==> src/rtl/comb_lock_pkg.sv <==
// Shared types, defaults and helpers for the parametrised combination lock.
// COMB_LOCK_REPROG_EN adds the PROG state and the reprogramming key.
package comb_lock_pkg;

  localparam int DEF_KEY_W    = 5;
  localparam int DEF_CODE_LEN = 4;
  localparam logic [DEF_CODE_LEN*DEF_KEY_W-1:0] DEF_CODE = {5'd3, 5'd1, 5'd4, 5'd1};

`ifdef COMB_LOCK_REPROG_EN
  // All-ones key; users slice it down to their key width.
  localparam logic [31:0] PROG_KEY = 32'hFFFF_FFFF;
`endif

  typedef enum logic [2:0] {
    S_IDLE    = 3'd0,
    S_ENTRY   = 3'd1,
    S_OPEN    = 3'd2,
    S_LOCKOUT = 3'd3
`ifdef COMB_LOCK_REPROG_EN
    , S_PROG  = 3'd4
`endif
  } state_e;

  function automatic int timer_width(input int a, input int b, input int c);
    int m;
    m = a;
    if (b > m) m = b;
    if (c > m) m = c;
    return $clog2(m + 1);
  endfunction

endpackage

==> src/rtl/lock_timer.sv <==
// Loadable down-counter that stops at zero; expired_o flags the last counted cycle.
module lock_timer #(
  parameter int W = 8
) (
  input  logic         clk_i,
  input  logic         rst_i,
  input  logic         load_i,
  input  logic [W-1:0] load_val_i,
  output logic         expired_o
);

  logic [W-1:0] count_q, count_d;

  always_comb begin
    count_d = count_q;
    if (load_i) begin
      count_d = load_val_i;
    end else if (count_q != '0) begin
      count_d = count_q - 1'b1;
    end
  end

  always_ff @(posedge clk_i or posedge rst_i) begin
    if (rst_i) begin
      count_q <= '0;
    end else begin
      count_q <= count_d;
    end
  end

  assign expired_o = (count_q == W'(1));

endmodule

==> src/rtl/comb_lock_gen.sv <==
// Combination lock controller: code checking, failure lockout, entry timeout, open window.
// Define COMB_LOCK_REPROG_EN to allow reprogramming the code from the OPEN state.
module comb_lock_gen
  import comb_lock_pkg::*;
#(
  parameter int KEY_W       = DEF_KEY_W,
  parameter int CODE_LEN    = DEF_CODE_LEN,
  parameter logic [CODE_LEN*KEY_W-1:0] CODE = DEF_CODE,
  parameter int TIMEOUT_CYC = 50,
  parameter int OPEN_CYC    = 25,
  parameter int MAX_FAIL    = 3,
  parameter int LOCKOUT_CYC = 150
) (
  input  logic                           clk5,
  input  logic                           reset,
  input  logic                           newkey,
  input  logic [KEY_W-1:0]               keycode,
  output logic                           open,
  output logic [CODE_LEN-1:0]            led,
  output logic                           err,
  output logic                           lockout,
  output logic [$clog2(MAX_FAIL+1)-1:0]  fail_cnt
);

  localparam int TW = timer_width(TIMEOUT_CYC, OPEN_CYC, LOCKOUT_CYC);
  localparam int IW = $clog2(CODE_LEN + 1);
  localparam int FW = $clog2(MAX_FAIL + 1);
  localparam logic [TW-1:0] TIMEOUT_V = TW'(TIMEOUT_CYC);
  localparam logic [TW-1:0] OPEN_V    = TW'(OPEN_CYC);
  localparam logic [TW-1:0] LOCKOUT_V = TW'(LOCKOUT_CYC);
  localparam logic [IW-1:0] LAST_IDX  = IW'(CODE_LEN - 1);
  localparam logic [FW-1:0] FAIL_SAT  = FW'(MAX_FAIL);

  state_e                    state_q, state_d;
  logic [IW-1:0]             idx_q, idx_d;
  logic                      mm_q, mm_d;
  logic [FW-1:0]             fail_q, fail_d;
  logic                      tLoad, tExpired;
  logic [TW-1:0]             tVal;
  logic                      errEv, doneEv;
  logic                      open_d, err_d, lockout_d, showIdx;
  logic [CODE_LEN-1:0]       led_d;
  logic [CODE_LEN*KEY_W-1:0] codeW;
  logic [KEY_W-1:0]          curDigit;
  logic                      keyWrong, mmNext;

`ifdef COMB_LOCK_REPROG_EN
  // New digits are staged so that an abandoned reprogramming leaves the code intact.
  logic [CODE_LEN*KEY_W-1:0] code_q, code_d, new_q, new_d;
  assign codeW = code_q;
`else
  assign codeW = CODE;
`endif

  lock_timer #(.W(TW)) uTimer (
    .clk_i      (clk5),
    .rst_i      (reset),
    .load_i     (tLoad),
    .load_val_i (tVal),
    .expired_o  (tExpired)
  );

  always_comb begin
    curDigit = '0;
    for (int i = 0; i < CODE_LEN; i++) begin
      if (idx_q == IW'(i)) curDigit = codeW[(CODE_LEN-1-i)*KEY_W +: KEY_W];
    end
  end

  assign keyWrong = (keycode != curDigit);
  assign mmNext   = ((state_q == S_ENTRY) && mm_q) || keyWrong;

  always_comb begin
    state_d = state_q;
    idx_d   = idx_q;
    mm_d    = mm_q;
    fail_d  = fail_q;
    tLoad   = 1'b0;
    tVal    = TIMEOUT_V;
    errEv   = 1'b0;
    doneEv  = 1'b0;
`ifdef COMB_LOCK_REPROG_EN
    code_d  = code_q;
    new_d   = new_q;
`endif
    case (state_q)
      S_IDLE, S_ENTRY: begin
        if (newkey) begin
          tLoad = 1'b1;
          if (idx_q == LAST_IDX) begin
            doneEv = 1'b1;
            idx_d  = '0;
            mm_d   = 1'b0;
            if (!mmNext) begin
              state_d = S_OPEN;
              tVal    = OPEN_V;
              fail_d  = '0;
            end else begin
              errEv = 1'b1;
              if (int'(fail_q) + 1 < MAX_FAIL) begin
                state_d = S_IDLE;
                fail_d  = fail_q + 1'b1;
              end else begin
                state_d = S_LOCKOUT;
                tVal    = LOCKOUT_V;
                fail_d  = FAIL_SAT;
              end
            end
          end else begin
            state_d = S_ENTRY;
            idx_d   = idx_q + 1'b1;
            mm_d    = mmNext;
          end
        end else if ((state_q == S_ENTRY) && tExpired) begin
          state_d = S_IDLE;
          idx_d   = '0;
          mm_d    = 1'b0;
          errEv   = 1'b1;
        end
      end
      S_OPEN: begin
        if (tExpired) state_d = S_IDLE;
`ifdef COMB_LOCK_REPROG_EN
        if (newkey && (keycode == PROG_KEY[KEY_W-1:0])) begin
          state_d = S_PROG;
          idx_d   = '0;
          tLoad   = 1'b1;
        end
`endif
      end
      S_LOCKOUT: begin
        if (tExpired) begin
          state_d = S_IDLE;
          fail_d  = '0;
        end
      end
`ifdef COMB_LOCK_REPROG_EN
      S_PROG: begin
        if (newkey) begin
          tLoad = 1'b1;
          for (int i = 0; i < CODE_LEN; i++) begin
            if (idx_q == IW'(i)) new_d[(CODE_LEN-1-i)*KEY_W +: KEY_W] = keycode;
          end
          if (idx_q == LAST_IDX) begin
            state_d = S_IDLE;
            idx_d   = '0;
            code_d  = new_d;
            doneEv  = 1'b1;
          end else begin
            idx_d = idx_q + 1'b1;
          end
        end else if (tExpired) begin
          state_d = S_IDLE;
          idx_d   = '0;
          errEv   = 1'b1;
        end
      end
`endif
      default: state_d = S_IDLE;
    endcase
  end

  // The completing key shows a full bar for one cycle before the LEDs clear.
  always_comb begin
    open_d    = (state_d == S_OPEN);
    lockout_d = (state_d == S_LOCKOUT);
    err_d     = errEv;
    showIdx   = (state_d == S_ENTRY);
`ifdef COMB_LOCK_REPROG_EN
    open_d    = open_d || (state_d == S_PROG);
    showIdx   = showIdx || (state_d == S_PROG);
`endif
    for (int i = 0; i < CODE_LEN; i++) begin
      led_d[i] = doneEv || (showIdx && (i < int'(idx_d)));
    end
  end

  always_ff @(posedge clk5 or posedge reset) begin
    if (reset) begin
      state_q <= S_IDLE;
      idx_q   <= '0;
      mm_q    <= 1'b0;
      fail_q  <= '0;
      open    <= 1'b0;
      led     <= '0;
      err     <= 1'b0;
      lockout <= 1'b0;
    end else begin
      state_q <= state_d;
      idx_q   <= idx_d;
      mm_q    <= mm_d;
      fail_q  <= fail_d;
      open    <= open_d;
      led     <= led_d;
      err     <= err_d;
      lockout <= lockout_d;
    end
  end

`ifdef COMB_LOCK_REPROG_EN
  always_ff @(posedge clk5 or posedge reset) begin
    if (reset) begin
      code_q <= CODE;
      new_q  <= CODE;
    end else begin
      code_q <= code_d;
      new_q  <= new_d;
    end
  end
`endif

  assign fail_cnt = fail_q;

endmodule

==> config.mk <==
export PLATFORM = sky130hd
export DESIGN_NAME = comb_lock_gen
export DESIGN_NICKNAME = d
export VERILOG_FILES = /design/src/rtl/comb_lock_pkg.sv /design/src/rtl/lock_timer.sv /design/src/rtl/comb_lock_gen.sv
export SDC_FILE = /design/constraint.sdc
export NUM_CORES = 1
export LEC_CHECK = 0
export CORE_MARGIN = 3
export CORE_UTILIZATION = 47
export CTS_BUF_LIST = sky130_fd_sc_hd__clkbuf_16
export DETAILED_ROUTE_END_ITERATION = 10
export GPL_ROUTABILITY_DRIVEN = 0
export PLACE_DENSITY = 0.75
export SETUP_SLACK_MARGIN = 0.5
export SYNTH_ARGS = -nofsm -noshare
export SYNTH_HDL_FRONTEND = slang
export SYNTH_SLANG_ARGS = --single-unit
==> constraint.sdc <==
create_clock -name clk5 -period 3.3 [get_ports clk5]
set_clock_uncertainty 0.05 [all_clocks]
set_input_delay 0.66 -clock clk5 [delete_from_list [all_inputs] [get_ports clk5]]
set_output_delay 0.66 -clock clk5 [all_outputs]
set_load 0.02 [all_outputs]
Word level (Yosys, flattened, before mapping)

Cells that the tools add are included.

Add/sub/neg operators: 4
$lt $le $gt $ge: 5
Eq/ne operators: 14
Mux-type cells: 41
Reductions and logical operators: 21

Operators with widths:

| operator                                                                     | count |
|---|---|
| 8-bit two-way mux                                                            | 7 |
| 3-bit two-way mux                                                            | 8 |
| 3-bit by 2-bit == test with 1-bit output (second input constant)             | 6 |
| 2-bit two-way mux                                                            | 8 |
| 5-bit two-way mux                                                            | 3 |
| 1-bit two-way mux                                                            | 13 |
| 3-bit by 1-bit == test with 1-bit output (second input constant)             | 3 |
| 8-bit by 1-bit == test with 1-bit output (second input constant)             | 1 |
| 8-bit nonzero test                                                           | 1 |
| 8-bit by 1-bit subtractor with 8-bit output (second input constant)          | 1 |
| 1-bit logical AND                                                            | 6 |
| 3-bit logical NOT                                                            | 2 |
| 1-bit by 3-bit less-than comparator with 1-bit output (first input constant) | 2 |
| 2-bit by 3-bit less-than comparator with 1-bit output (first input constant) | 2 |
| 2-bit inequality test (second input constant)                                | 3 |
| 3-bit one-hot mux with 2 select lines                                        | 1 |
| 2-bit nonzero test                                                           | 3 |
| 1-bit logical OR                                                             | 5 |
| 5-bit inequality test                                                        | 1 |
| 2-bit one-hot mux with 2 select lines                                        | 1 |
| 4-bit AND reduction                                                          | 1 |
| 2-bit OR reduction                                                           | 2 |
| 2-bit by 1-bit adder with 3-bit output (second input constant)               | 1 |
| 3-bit by 1-bit adder with 3-bit output (second input constant)               | 1 |
| 3 further kinds                                                              | 3 |

Register bits after elaboration: 24
Logic and storage cells: 94

Depth between registers and ports, before layout

Gate-level depths: netlist (run 1).

Depth in word-level cells: 14
Mapped depth: 8

Hierarchy

A second synthesis (run 1) with hierarchy kept.

Cells, all modules: 155
Area, all modules: 1471.4 µm²

By module, submodules not included:

| module        | instances | cells each | area each (µm²) | seq. area each (µm²) |
|---|---|---|---|---|
| comb_lock_gen | 1         | 100        | 968.4           | 400.4 |
| lock_timer    | 1         | 55         | 503.0           | 200.2 |

Worst setup path after synthesis (run 1)

OpenSTA, ideal clock, no wires.

Path kind: flip-flop to flip-flop
From: register idx_q[0]
To: register uTimer.count_q[1]
Setup time: 0.121 ns
Data arrival time: 2.122 ns
Slack: 1.007 ns
Stages on the path, launching flop included: 8
Period minus slack after synthesis: 2.293 ns
Cells stage by stage: dfrtp_1 ha_1 or4b_4 o21ai_2 nand4_2 or3_1 buf_2 a22o_1

Cells in the longest elaborated chain, start to end: 12

RTL lines:

| element                        | line                 | RTL |
|---|---|---|
| start: declaration             | comb_lock_gen.sv:35  | `logic [IW-1:0] idx_q, idx_d;` |
| start signal: assignment       | comb_lock_gen.sv:190 | `idx_q <= idx_d;` |
| 3-bit logical NOT              | comb_lock_gen.sv:66  | `if (idx_q == IW'(i)) curDigit = codeW[(CODE_LEN-1-i)*KEY_W +: KEY_W];` |
| 2-bit two-way mux              | comb_lock_gen.sv:66  |  |
| 5-bit two-way mux (3 in a row) | comb_lock_gen.sv:66  |  |
| 5-bit inequality test          | comb_lock_gen.sv:70  | `assign keyWrong = (keycode != curDigit);` |
| 1-bit logical OR               | comb_lock_gen.sv:71  | `assign mmNext = ((state_q == S_ENTRY) && mm_q) \|\| keyWrong;` |
| 8-bit two-way mux              | comb_lock_gen.sv:94  | `if (!mmNext) begin` |
| 8-bit two-way mux *            | comb_lock_gen.sv:90  | `if (idx_q == LAST_IDX) begin` |
| 8-bit two-way mux *            | comb_lock_gen.sv:88  | `if (newkey) begin` |
| 8-bit two-way mux *            | comb_lock_gen.sv:86  | `case (state_q)` |
| 8-bit two-way mux *            | lock_timer.sv:16     | `if (load_i) begin` |
| end signal: assignment         | lock_timer.sv:27     | `count_q <= count_d;` |
| end: declaration               | lock_timer.sv:12     | `logic [W-1:0] count_q, count_d;` |

Mark *: on every way between the ends. The rest lies on a longest branch, timed or not.
A chain may end at the register's enable or synchronous reset.

Worst setup path after layout (run 1)

From: register idx_q[0]
To: register err

Cells in the longest elaborated chain, start to end: 11

RTL lines:

| element                        | line                 | RTL |
|---|---|---|
| 3-bit logical NOT              | comb_lock_gen.sv:66  |  |
| 2-bit two-way mux              | comb_lock_gen.sv:66  |  |
| 5-bit two-way mux (3 in a row) | comb_lock_gen.sv:66  |  |
| 5-bit inequality test          | comb_lock_gen.sv:70  |  |
| 1-bit logical OR               | comb_lock_gen.sv:71  |  |
| 1-bit two-way mux              | comb_lock_gen.sv:94  |  |
| 1-bit two-way mux *            | comb_lock_gen.sv:90  |  |
| 1-bit two-way mux *            | comb_lock_gen.sv:88  |  |
| 1-bit two-way mux *            | comb_lock_gen.sv:86  |  |
| net errEv                      | comb_lock_gen.sv:40  | `logic errEv, doneEv;` |
| end signal: assignment         | comb_lock_gen.sv:195 | `err <= err_d;` |
| end: declaration               | comb_lock_gen.sv:20  | `output logic err,` |

Mark *: on every way through the listed nets, which the timed path passes. The rest lies on a longest branch.

==> flow_summary.toml, run 1 <==
[run_status]
status = "finished clean"

[global_routing]
antenna_found_initial = 0
grt_pass1_wl_mm = 5.20
grt_pass1_vias = 1151
grt_max_degree = 25
grt.total_usage = 0.196
overflow = 0

[sta]
finalSetupViolations = 0
period_share = 0.767
tightest_slew_ns = 0.863
post-route-min-period_ns = 2.53
worst_slack_ns = 0.770
setup_tns_ns = 0
hold_viol = 0
drv_slew = 0
max_freq_ghz = 0.395
slew_headroom = 0.424
rsz0062_at_grt = "false"

[min_path]
worstHoldStart = "fail_cnt[0]"
min_path_type = "flop to flop"
hold_end = "fail_cnt[0]"
worstHoldPathCells = 2

[finish]
stdcell_area_um2 = 1580
syn_to_final_growth_pct = 20.4
drive_gt1_frac = 0.0719
antenna_cells = 0
final_nets = 169
final_cell_count_no_fill = 183

[clocking]
cts_tree = "built"
root_buffer = "clkbuf_16"
clk_pin_slew_worst_paths_ns = 0.06
cts_buffer_depth = 2
htreeDepth = 1
cts_resized = 0
clock_sinks = 24
clock_latency_ns = 0.25
post_cts.repair.setup_buffers = 0
hold_buffers = 0
cts_buffers = 3

[place]
placed_cell_area_um2 = 1510
dp.cells = 180
pre_cts_ws_ns = 0.692
portBuffers = 16
hpwlAfterDp_mm = 2.11

[logic_synthesis]
synth-seq-area-share = 0.457
synth_async_sr_flop_share = 1.00
synth-seq-cells = 24
synth_edf_count = 0
synthCells = 136
yosysWarnings = 0
avgSynthCellArea_um2 = 9.66
syn_area_um2 = 1310
synthesis.nets = 150
netlist-cell-type-count = 39
ys.flop_type = "dfrtp_1"

[power_and_ir_drop]
ir_drop_uv = 460
p_leak_nw = 0.694
p_total_mw = 1.18
power_density_nw_per_um2 = 746

[critical_path]
r2r-start = "idx_q[0]"
required_ns = 3.34
critPathMaxFanout = 6
critPathKind = "flop to flop"
start_kind = "flop"
arrival_ns = 2.57
r2r_cells = 6
rrSetupSlack_ns = 0.77
rr_endpoint = "err"
cp-end-kind = "flop"

[floorplan]
fp.dieW_um = 58.9
start_util = 0.512
placeableCoreArea_um2 = 2570
dieArea_um2 = 3470
rows = 18
die_height_um = 58.9
ios = 17

[route]
route.detailed.drc = 0
wl_per_cell_um = 16.1
dr.pass1.iters = 4
num_vias = 1130
ant_nets = 0
drt_iter0_drc = 70
viasPerCell = 6.17
wirelength_mm = 2.95

[job]
drv_cap = 0
[Yosys cell counts, types with 3 or more instances]
cell      n  area (µm²)
inv_1    10        37.5
dfrtp_1  24         601
nor3b_1   3        22.5
nor3_1    4        20.0
xnor2_1   3        26.3
nor2_1    6        22.5
o31ai_1   5        37.5
nor2b_1   4        25.0
nand2_1  12        45.0
ha_1      6        75.1
a21oi_1   8        40.0
o21ai_0  15        75.1
[critical path, cell delays in order (launching register included)]
cell and delay, ns:
dfrtp_1 0.43, ha_1 0.29, or4b_4 0.56, o21ai_2 0.13, nand4_2 0.19, o21ai_0 0.52
o21ai_0 0.21
[sequential cells by signal, summed over array words and instances, names as in the netlist]
register        count
lockout             1
led                 4
open                1
uTimer.count_q      8
mm_q                1
err                 1
fail_cnt            2
idx_q               3
state_q             3
[layout by cell type (no fill, tap or decap), types with 2 or more instances in the layout]
master,n
nor3b_1,3
nor2_1,6
clkdlybuf4s50_1,16
nand2_1,12
xnor2_1,3
dfrtp_1,24
or3b_2,2
nor3_1,4
nand4_1,2
ha_1,6
o31ai_1,5
nor2b_1,4
o32ai_1,2
a21oi_1,8
and2_1,2
clkbuf_16,3
inv_1,10
or3_1,2
a32oi_1,2
a22o_1,2
nor4_1,2
o21ai_0,15
[logic make-up after synthesis]
group / after synthesis / share of synthesized area
AOI/OAI and AO/OA: 42 / 0.213
xor gates and xnor gates: 4 / 0.0267
adders and majority gates: 6 / 0.0571
buffers and inverters: 13 / 0.0381
DFF: 24 / 0.457
other: 1 / 0.00285
and+or+nand+nor: 46 / 0.205
[where the power goes]
group	internal, mW	total (mW)	switching [mW]	leakage, nW
logic	0.212	0.467	0.255	0.353
registers	0.373	0.459	0.0860	0.304
clock network	0.160	0.254	0.0941	0.0370
[routing by layer]
layer | up-vias | global-route usage | part of all wire
met5 | - | 0 | 0
met3 | 8 | 0.0373 | 0.055
li1 | 534 | - | -
met4 | 0 | 0.0874 | 0.016
met2 | 47 | 0.304 | 0.47
met1 | 541 | 0.264 | 0.46
[how the worst max path moves through the flow]
stage             start                end  slack, ns  depth (start not counted)
2_1_floorplan  idx_q[0]  uTimer.count_q[1]       1.01                          7
4_1_cts        idx_q[0]                err       0.78                          6
3_3_place_gp     newkey             led[2]       0.72                          6
3_5_place_dp     newkey             led[2]       0.69                          7
6_report       idx_q[0]                err       0.77                          6
5_1_grt        idx_q[0]                err       0.58                          6
[final cells by class]
type / instances / area (µm²)
inverter: 10 / 37.5
fill: 222 / 986
clock buffer: 3 / 75.1
multi-input combinational: 99 / 663
timing repair buffer: 17 / 168
sequential: 24 / 601
tap: 30 / 37.5
[per-stage QoR]
step / util / hold slack (ns)
finish: 0.616 / 0.490
global placement: 0.587 / 0.449
floorplan: - / 0.453
global route: 0.616 / 0.517
detailed placement: 0.587 / 0.481
CTS: 0.616 / 0.494
Power figures use the tool's default switching activity.
==> run 2: changes to the inputs <==
Clock period 3.3 ns to 2.6 ns, I/O delays scaled along.
==> flow_summary.toml, run 2 (synthesis gave the netlist of run 1 again) <==
[critical_path]
critPathKind = "flop to flop"
required_ns = 2.69
critPathMaxFanout = 6
cp-end-kind = "flop"
start_kind = "flop"
arrival_ns = 2.40
r2r_cells = 7
rrSetupSlack_ns = 0.29

[floorplan]
fp.dieW_um = 58.9
dieArea_um2 = 3470
rows = 18
ios = 17
start_util = 0.512
placeableCoreArea_um2 = 2570
die_height_um = 58.9

[global_routing]
grt_pass1_vias = 1187
grt.total_usage = 0.202
antenna_found_initial = 0
grt_max_degree = 25
grt_pass1_wl_mm = 5.42
overflow = 0

[route]
route.detailed.drc = 0
wl_per_cell_um = 16.1
ant_nets = 0
viasPerCell = 5.83
num_vias = 1165
drt_iter0_drc = 27
dr.pass1.iters = 4
wirelength_mm = 3.23

[power_and_ir_drop]
ir_drop_uv = 744
power_density_nw_per_um2 = 931
p_leak_nw = 0.805

[clocking]
cts_tree = "built"
clk_pin_slew_worst_paths_ns = 0.06
cts_buffer_depth = 2
clock_sinks = 24
clock_latency_ns = 0.25
hold_buffers = 0
cts_buffers = 3
htreeDepth = 1
root_buffer = "clkbuf_16"

[finish]
utilization = 0.730
largest_reg_flops = 8
final_nets = 186
drive_gt1_frac = 0.300
final_common_cell = "dfrtp_1"
antenna_cells = 0
syn_to_final_growth_pct = 42.7
most-common-layout-cells = "dfrtp_1, buf_4, clkdlybuf4s50_1"
top_register = "uTimer.count_q"
largestRegisters = "uTimer.count_q x8, led x4"

[sta]
finalSetupViolations = 0
post-route-min-period_ns = 2.31
period_share = 0.889
hold_slack_ns = 0.497
rsz0062_at_grt = "true"
drv_slew = 0
setup_tns_ns = 0
max_freq_ghz = 0.433
worst_slack_ns = 0.289
hold_viol = 0

[place]
portBuffers = 16
hpwlAfterDp_mm = 2.13
pre_cts_ws_ns = 0.144

[run_status]
status = "finished clean"

[job]
drv_cap = 0

[min_path]
min_path_type = "flop to flop"
worstHoldPathCells = 2
[run 2: final timing paths]
kind | end | startpoint
min | fail_cnt[0] | fail_cnt[0]
max in group asynchronous | idx_q[0] | reset
max reg2reg | uTimer.count_q[1] | idx_q[1]
min reg2reg | fail_cnt[0] | fail_cnt[0]
max | uTimer.count_q[1] | idx_q[1]
min in group asynchronous | led[3] | reset
[run 2: critical path, cell delays in order (launching register included)]
cell and delay, ns:
dfrtp_1 0.41, inv_2 0.09, ha_4 0.16, or4b_4 0.53, o21ai_4 0.16, nand4_4 0.18
or3_4 0.42, a22o_1 0.19
[run 2: where the power goes]
part | internal, mW | switching, mW | total (mW)
Sequential | 0.474 | 0.116 | 0.590
Combinational | 0.410 | 0.420 | 0.830
Clock | 0.203 | 0.123 | 0.326
[run 2: routing by layer]
layer | track usage | vias up | share of wire
li1 | - | 569 | -
met5 | 0 | - | 0
met2 | 0.341 | 26 | 0.51
met4 | 0.0485 | 0 | 0.011
met1 | 0.268 | 564 | 0.43
met3 | 0.0395 | 6 | 0.049
[run 2: final cells by class]
| cell class | count | area [µm²] |
|---|---|---|
| multi-input combinational | 99 | 823 |
| tap | 30 | 37.5 |
| fill | 182 | 693 |
| timing repair buffer | 34 | 299 |
| clock buffer | 3 | 75.1 |
| sequential | 24 | 602 |
| inverter | 10 | 37.5 |
[run 2: through the flow]
step	instances	total power [mW]	area, µm²
2_1_floorplan	136	0.990	1330
3_3_place_gp	187	1.17	1570
3_5_place_dp	187	1.20	1570
4_1_cts	195	1.62	1740
5_1_grt	200	1.87	1870
6_report	200	1.75	1870
[run 2: repair_timing]
item                                    CTS  global route
buffers inserted                          5             5
gates resized for setup                  14            22
pin swaps                                 5             6
endpoints found under the setup margin   17            18
==> run 3: changes to the inputs <==
Settings changed: CORE_MARGIN 3 to 2.
Clock period 2.6 ns to 2.9 ns, I/O delays scaled along.
==> flow_summary.toml, run 3 (synthesis gave the netlist of run 1 again) <==
[finish]
register_area_um2 = 601
largest_reg_flops = 8
largestRegisters = "uTimer.count_q x8, led x4"
final_nets = 170
top_register = "uTimer.count_q"
antenna_cells = 0
n_fill_cell = 230
multiInputGateArea_um2 = 698
most-common-layout-cells = "dfrtp_1, clkdlybuf4s50_1, o21ai_0"
drive_gt1_frac = 0.0968
final_common_cell = "dfrtp_1"
syn_to_final_growth_pct = 24.0

[critical_path]
cp-end-kind = "flop"
critPathMaxFanout = 6
start_kind = "flop"
required_ns = 3.00
r2r_cells = 7
arrival_ns = 2.41
critPathKind = "flop to flop"

[clocking]
clock_latency_ns = 0.26
htreeDepth = 1
clock_sinks = 24
cts_buffers = 3
clk_pin_slew_worst_paths_ns = 0.06
cts_buffer_depth = 2
root_buffer = "clkbuf_16"
cts_tree = "built"
post_cts.repair.setup_buffers = 0

[route]
viasPerCell = 5.96
drt_iter0_drc = 38
wl_per_cell_um = 15.2
ant_nets = 0
route.detailed.drc = 0
wirelength_mm = 2.82
num_vias = 1108
dr.pass1.iters = 4

[sta]
setup_tns_ns = 0
period_share = 0.795
slew_headroom = 0.411
hold_slack_ns = 0.475
finalSetupViolations = 0
hold_viol = 0
post-route-min-period_ns = 2.31
rsz0062_at_grt = "true"
tightest_slew_ns = 0.882
drv_slew = 0
worst_slack_ns = 0.593
max_freq_ghz = 0.434

[floorplan]
start_util = 0.485
ios = 17
rows = 19
dieArea_um2 = 3230
die_height_um = 56.9
placeableCoreArea_um2 = 2710
fp.dieW_um = 56.9

[global_routing]
met1_usage = 0.271
grt_pass1_wl_mm = 4.75
met2_usage = 0.271
gr-usage-met3 = 0.0553
grt_max_degree = 25
grt.total_usage = 0.194
grt_pass1_vias = 1044
overflow = 0
antenna_found_initial = 0
top_usage_layer = "met1"

[place]
hpwlAfterDp_mm = 2.08
portBuffers = 16
pre_cts_ws_ns = 0.345

[job]
drv_cap = 0

[min_path]
worstHoldPathCells = 2
min_path_type = "flop to flop"

[run_status]
status = "finished clean"

[power_and_ir_drop]
power_density_nw_per_um2 = 844
ir_drop_uv = 724
p_leak_nw = 0.706
==> run 3: cell types whose count changed in the layout (fill, tap and decap cells not counted), moves of 3 or more <==
cell / before / now
buf_4: 17 / 2
ha_4: 3 / 0
inv_1: 7 / 10
inv_2: 3 / 0
nor3b_1: 0 / 3
o21ai_0: 7 / 14
o21ai_1: 4 / 1
o21ai_2: 4 / 1
==> run 3: metal layers <==
| metal | up-vias | wire length, µm |
|---|---|---|
| met4 | 0 | 65 |
| met3 | 7 | 124 |
| met1 | 536 | 1380 |
| met5 | - | 0 |
| li1 | 535 | - |
| met2 | 30 | 1250 |
==> run 3: report_power, final <==
group / switching, mW / total [mW] / internal [mW]
Sequential: 0.0951 / 0.519 / 0.424
Clock: 0.118 / 0.302 / 0.184
Combinational: 0.301 / 0.554 / 0.253
==> run 3: cell type report <==
| class | instances | share of cell area |
|---|---|---|
| Clock inverter | 1 | 0.00230 |
| Clock buffer | 3 | 0.0461 |
| Inverter | 10 | 0.0230 |
| Tap cell | 31 | 0.0238 |
| Timing Repair Buffer | 18 | 0.108 |
| Multi-Input combinational cell | 99 | 0.429 |
| Sequential cell | 24 | 0.369 |
==> run 3: metrics by stage <==
stage / cells / instance area (µm²) / total power, mW / utilization
after floorplan: 136 / 1310 / 0.874 / -
after global placement: 182 / 1520 / 1.03 / 0.559
after detailed placement: 182 / 1520 / 1.05 / 0.559
after CTS: 186 / 1610 / 1.36 / 0.593
after global routing: 186 / 1630 / 1.46 / 0.601
final: 186 / 1630 / 1.38 / 0.601
==> run 3: worst max-delay path, stage by stage, from the launching register on <==
cell and delay [ns]:
dfrtp_1 0.39, inv_1 0.09, ha_1 0.21, or4b_4 0.52
o21ai_2 0.17, nand4_4 0.17, or3_4 0.41, a22o_1 0.19
==> run 3: what timing repair did <==
action                     4_1_cts  5_1_grt
hold buffers                     0        0
pin swaps                        0        3
cloned                           0        0
setup endpoints to repair        9       16
gates resized for setup          3        4
==> run 3: path summary, 6_finish.rpt <==
kind / startpoint / end / slack, ns
max in group asynchronous: reset / mm_q / 1.50
min in group asynchronous: reset / uTimer.count_q[3] / 0.76
hold / removal: fail_cnt[0] / fail_cnt[0] / 0.48
setup / recovery: idx_q[1] / uTimer.count_q[1] / 0.59
setup reg to reg: idx_q[1] / uTimer.count_q[1] / 0.59
hold reg to reg: fail_cnt[0] / fail_cnt[0] / 0.48
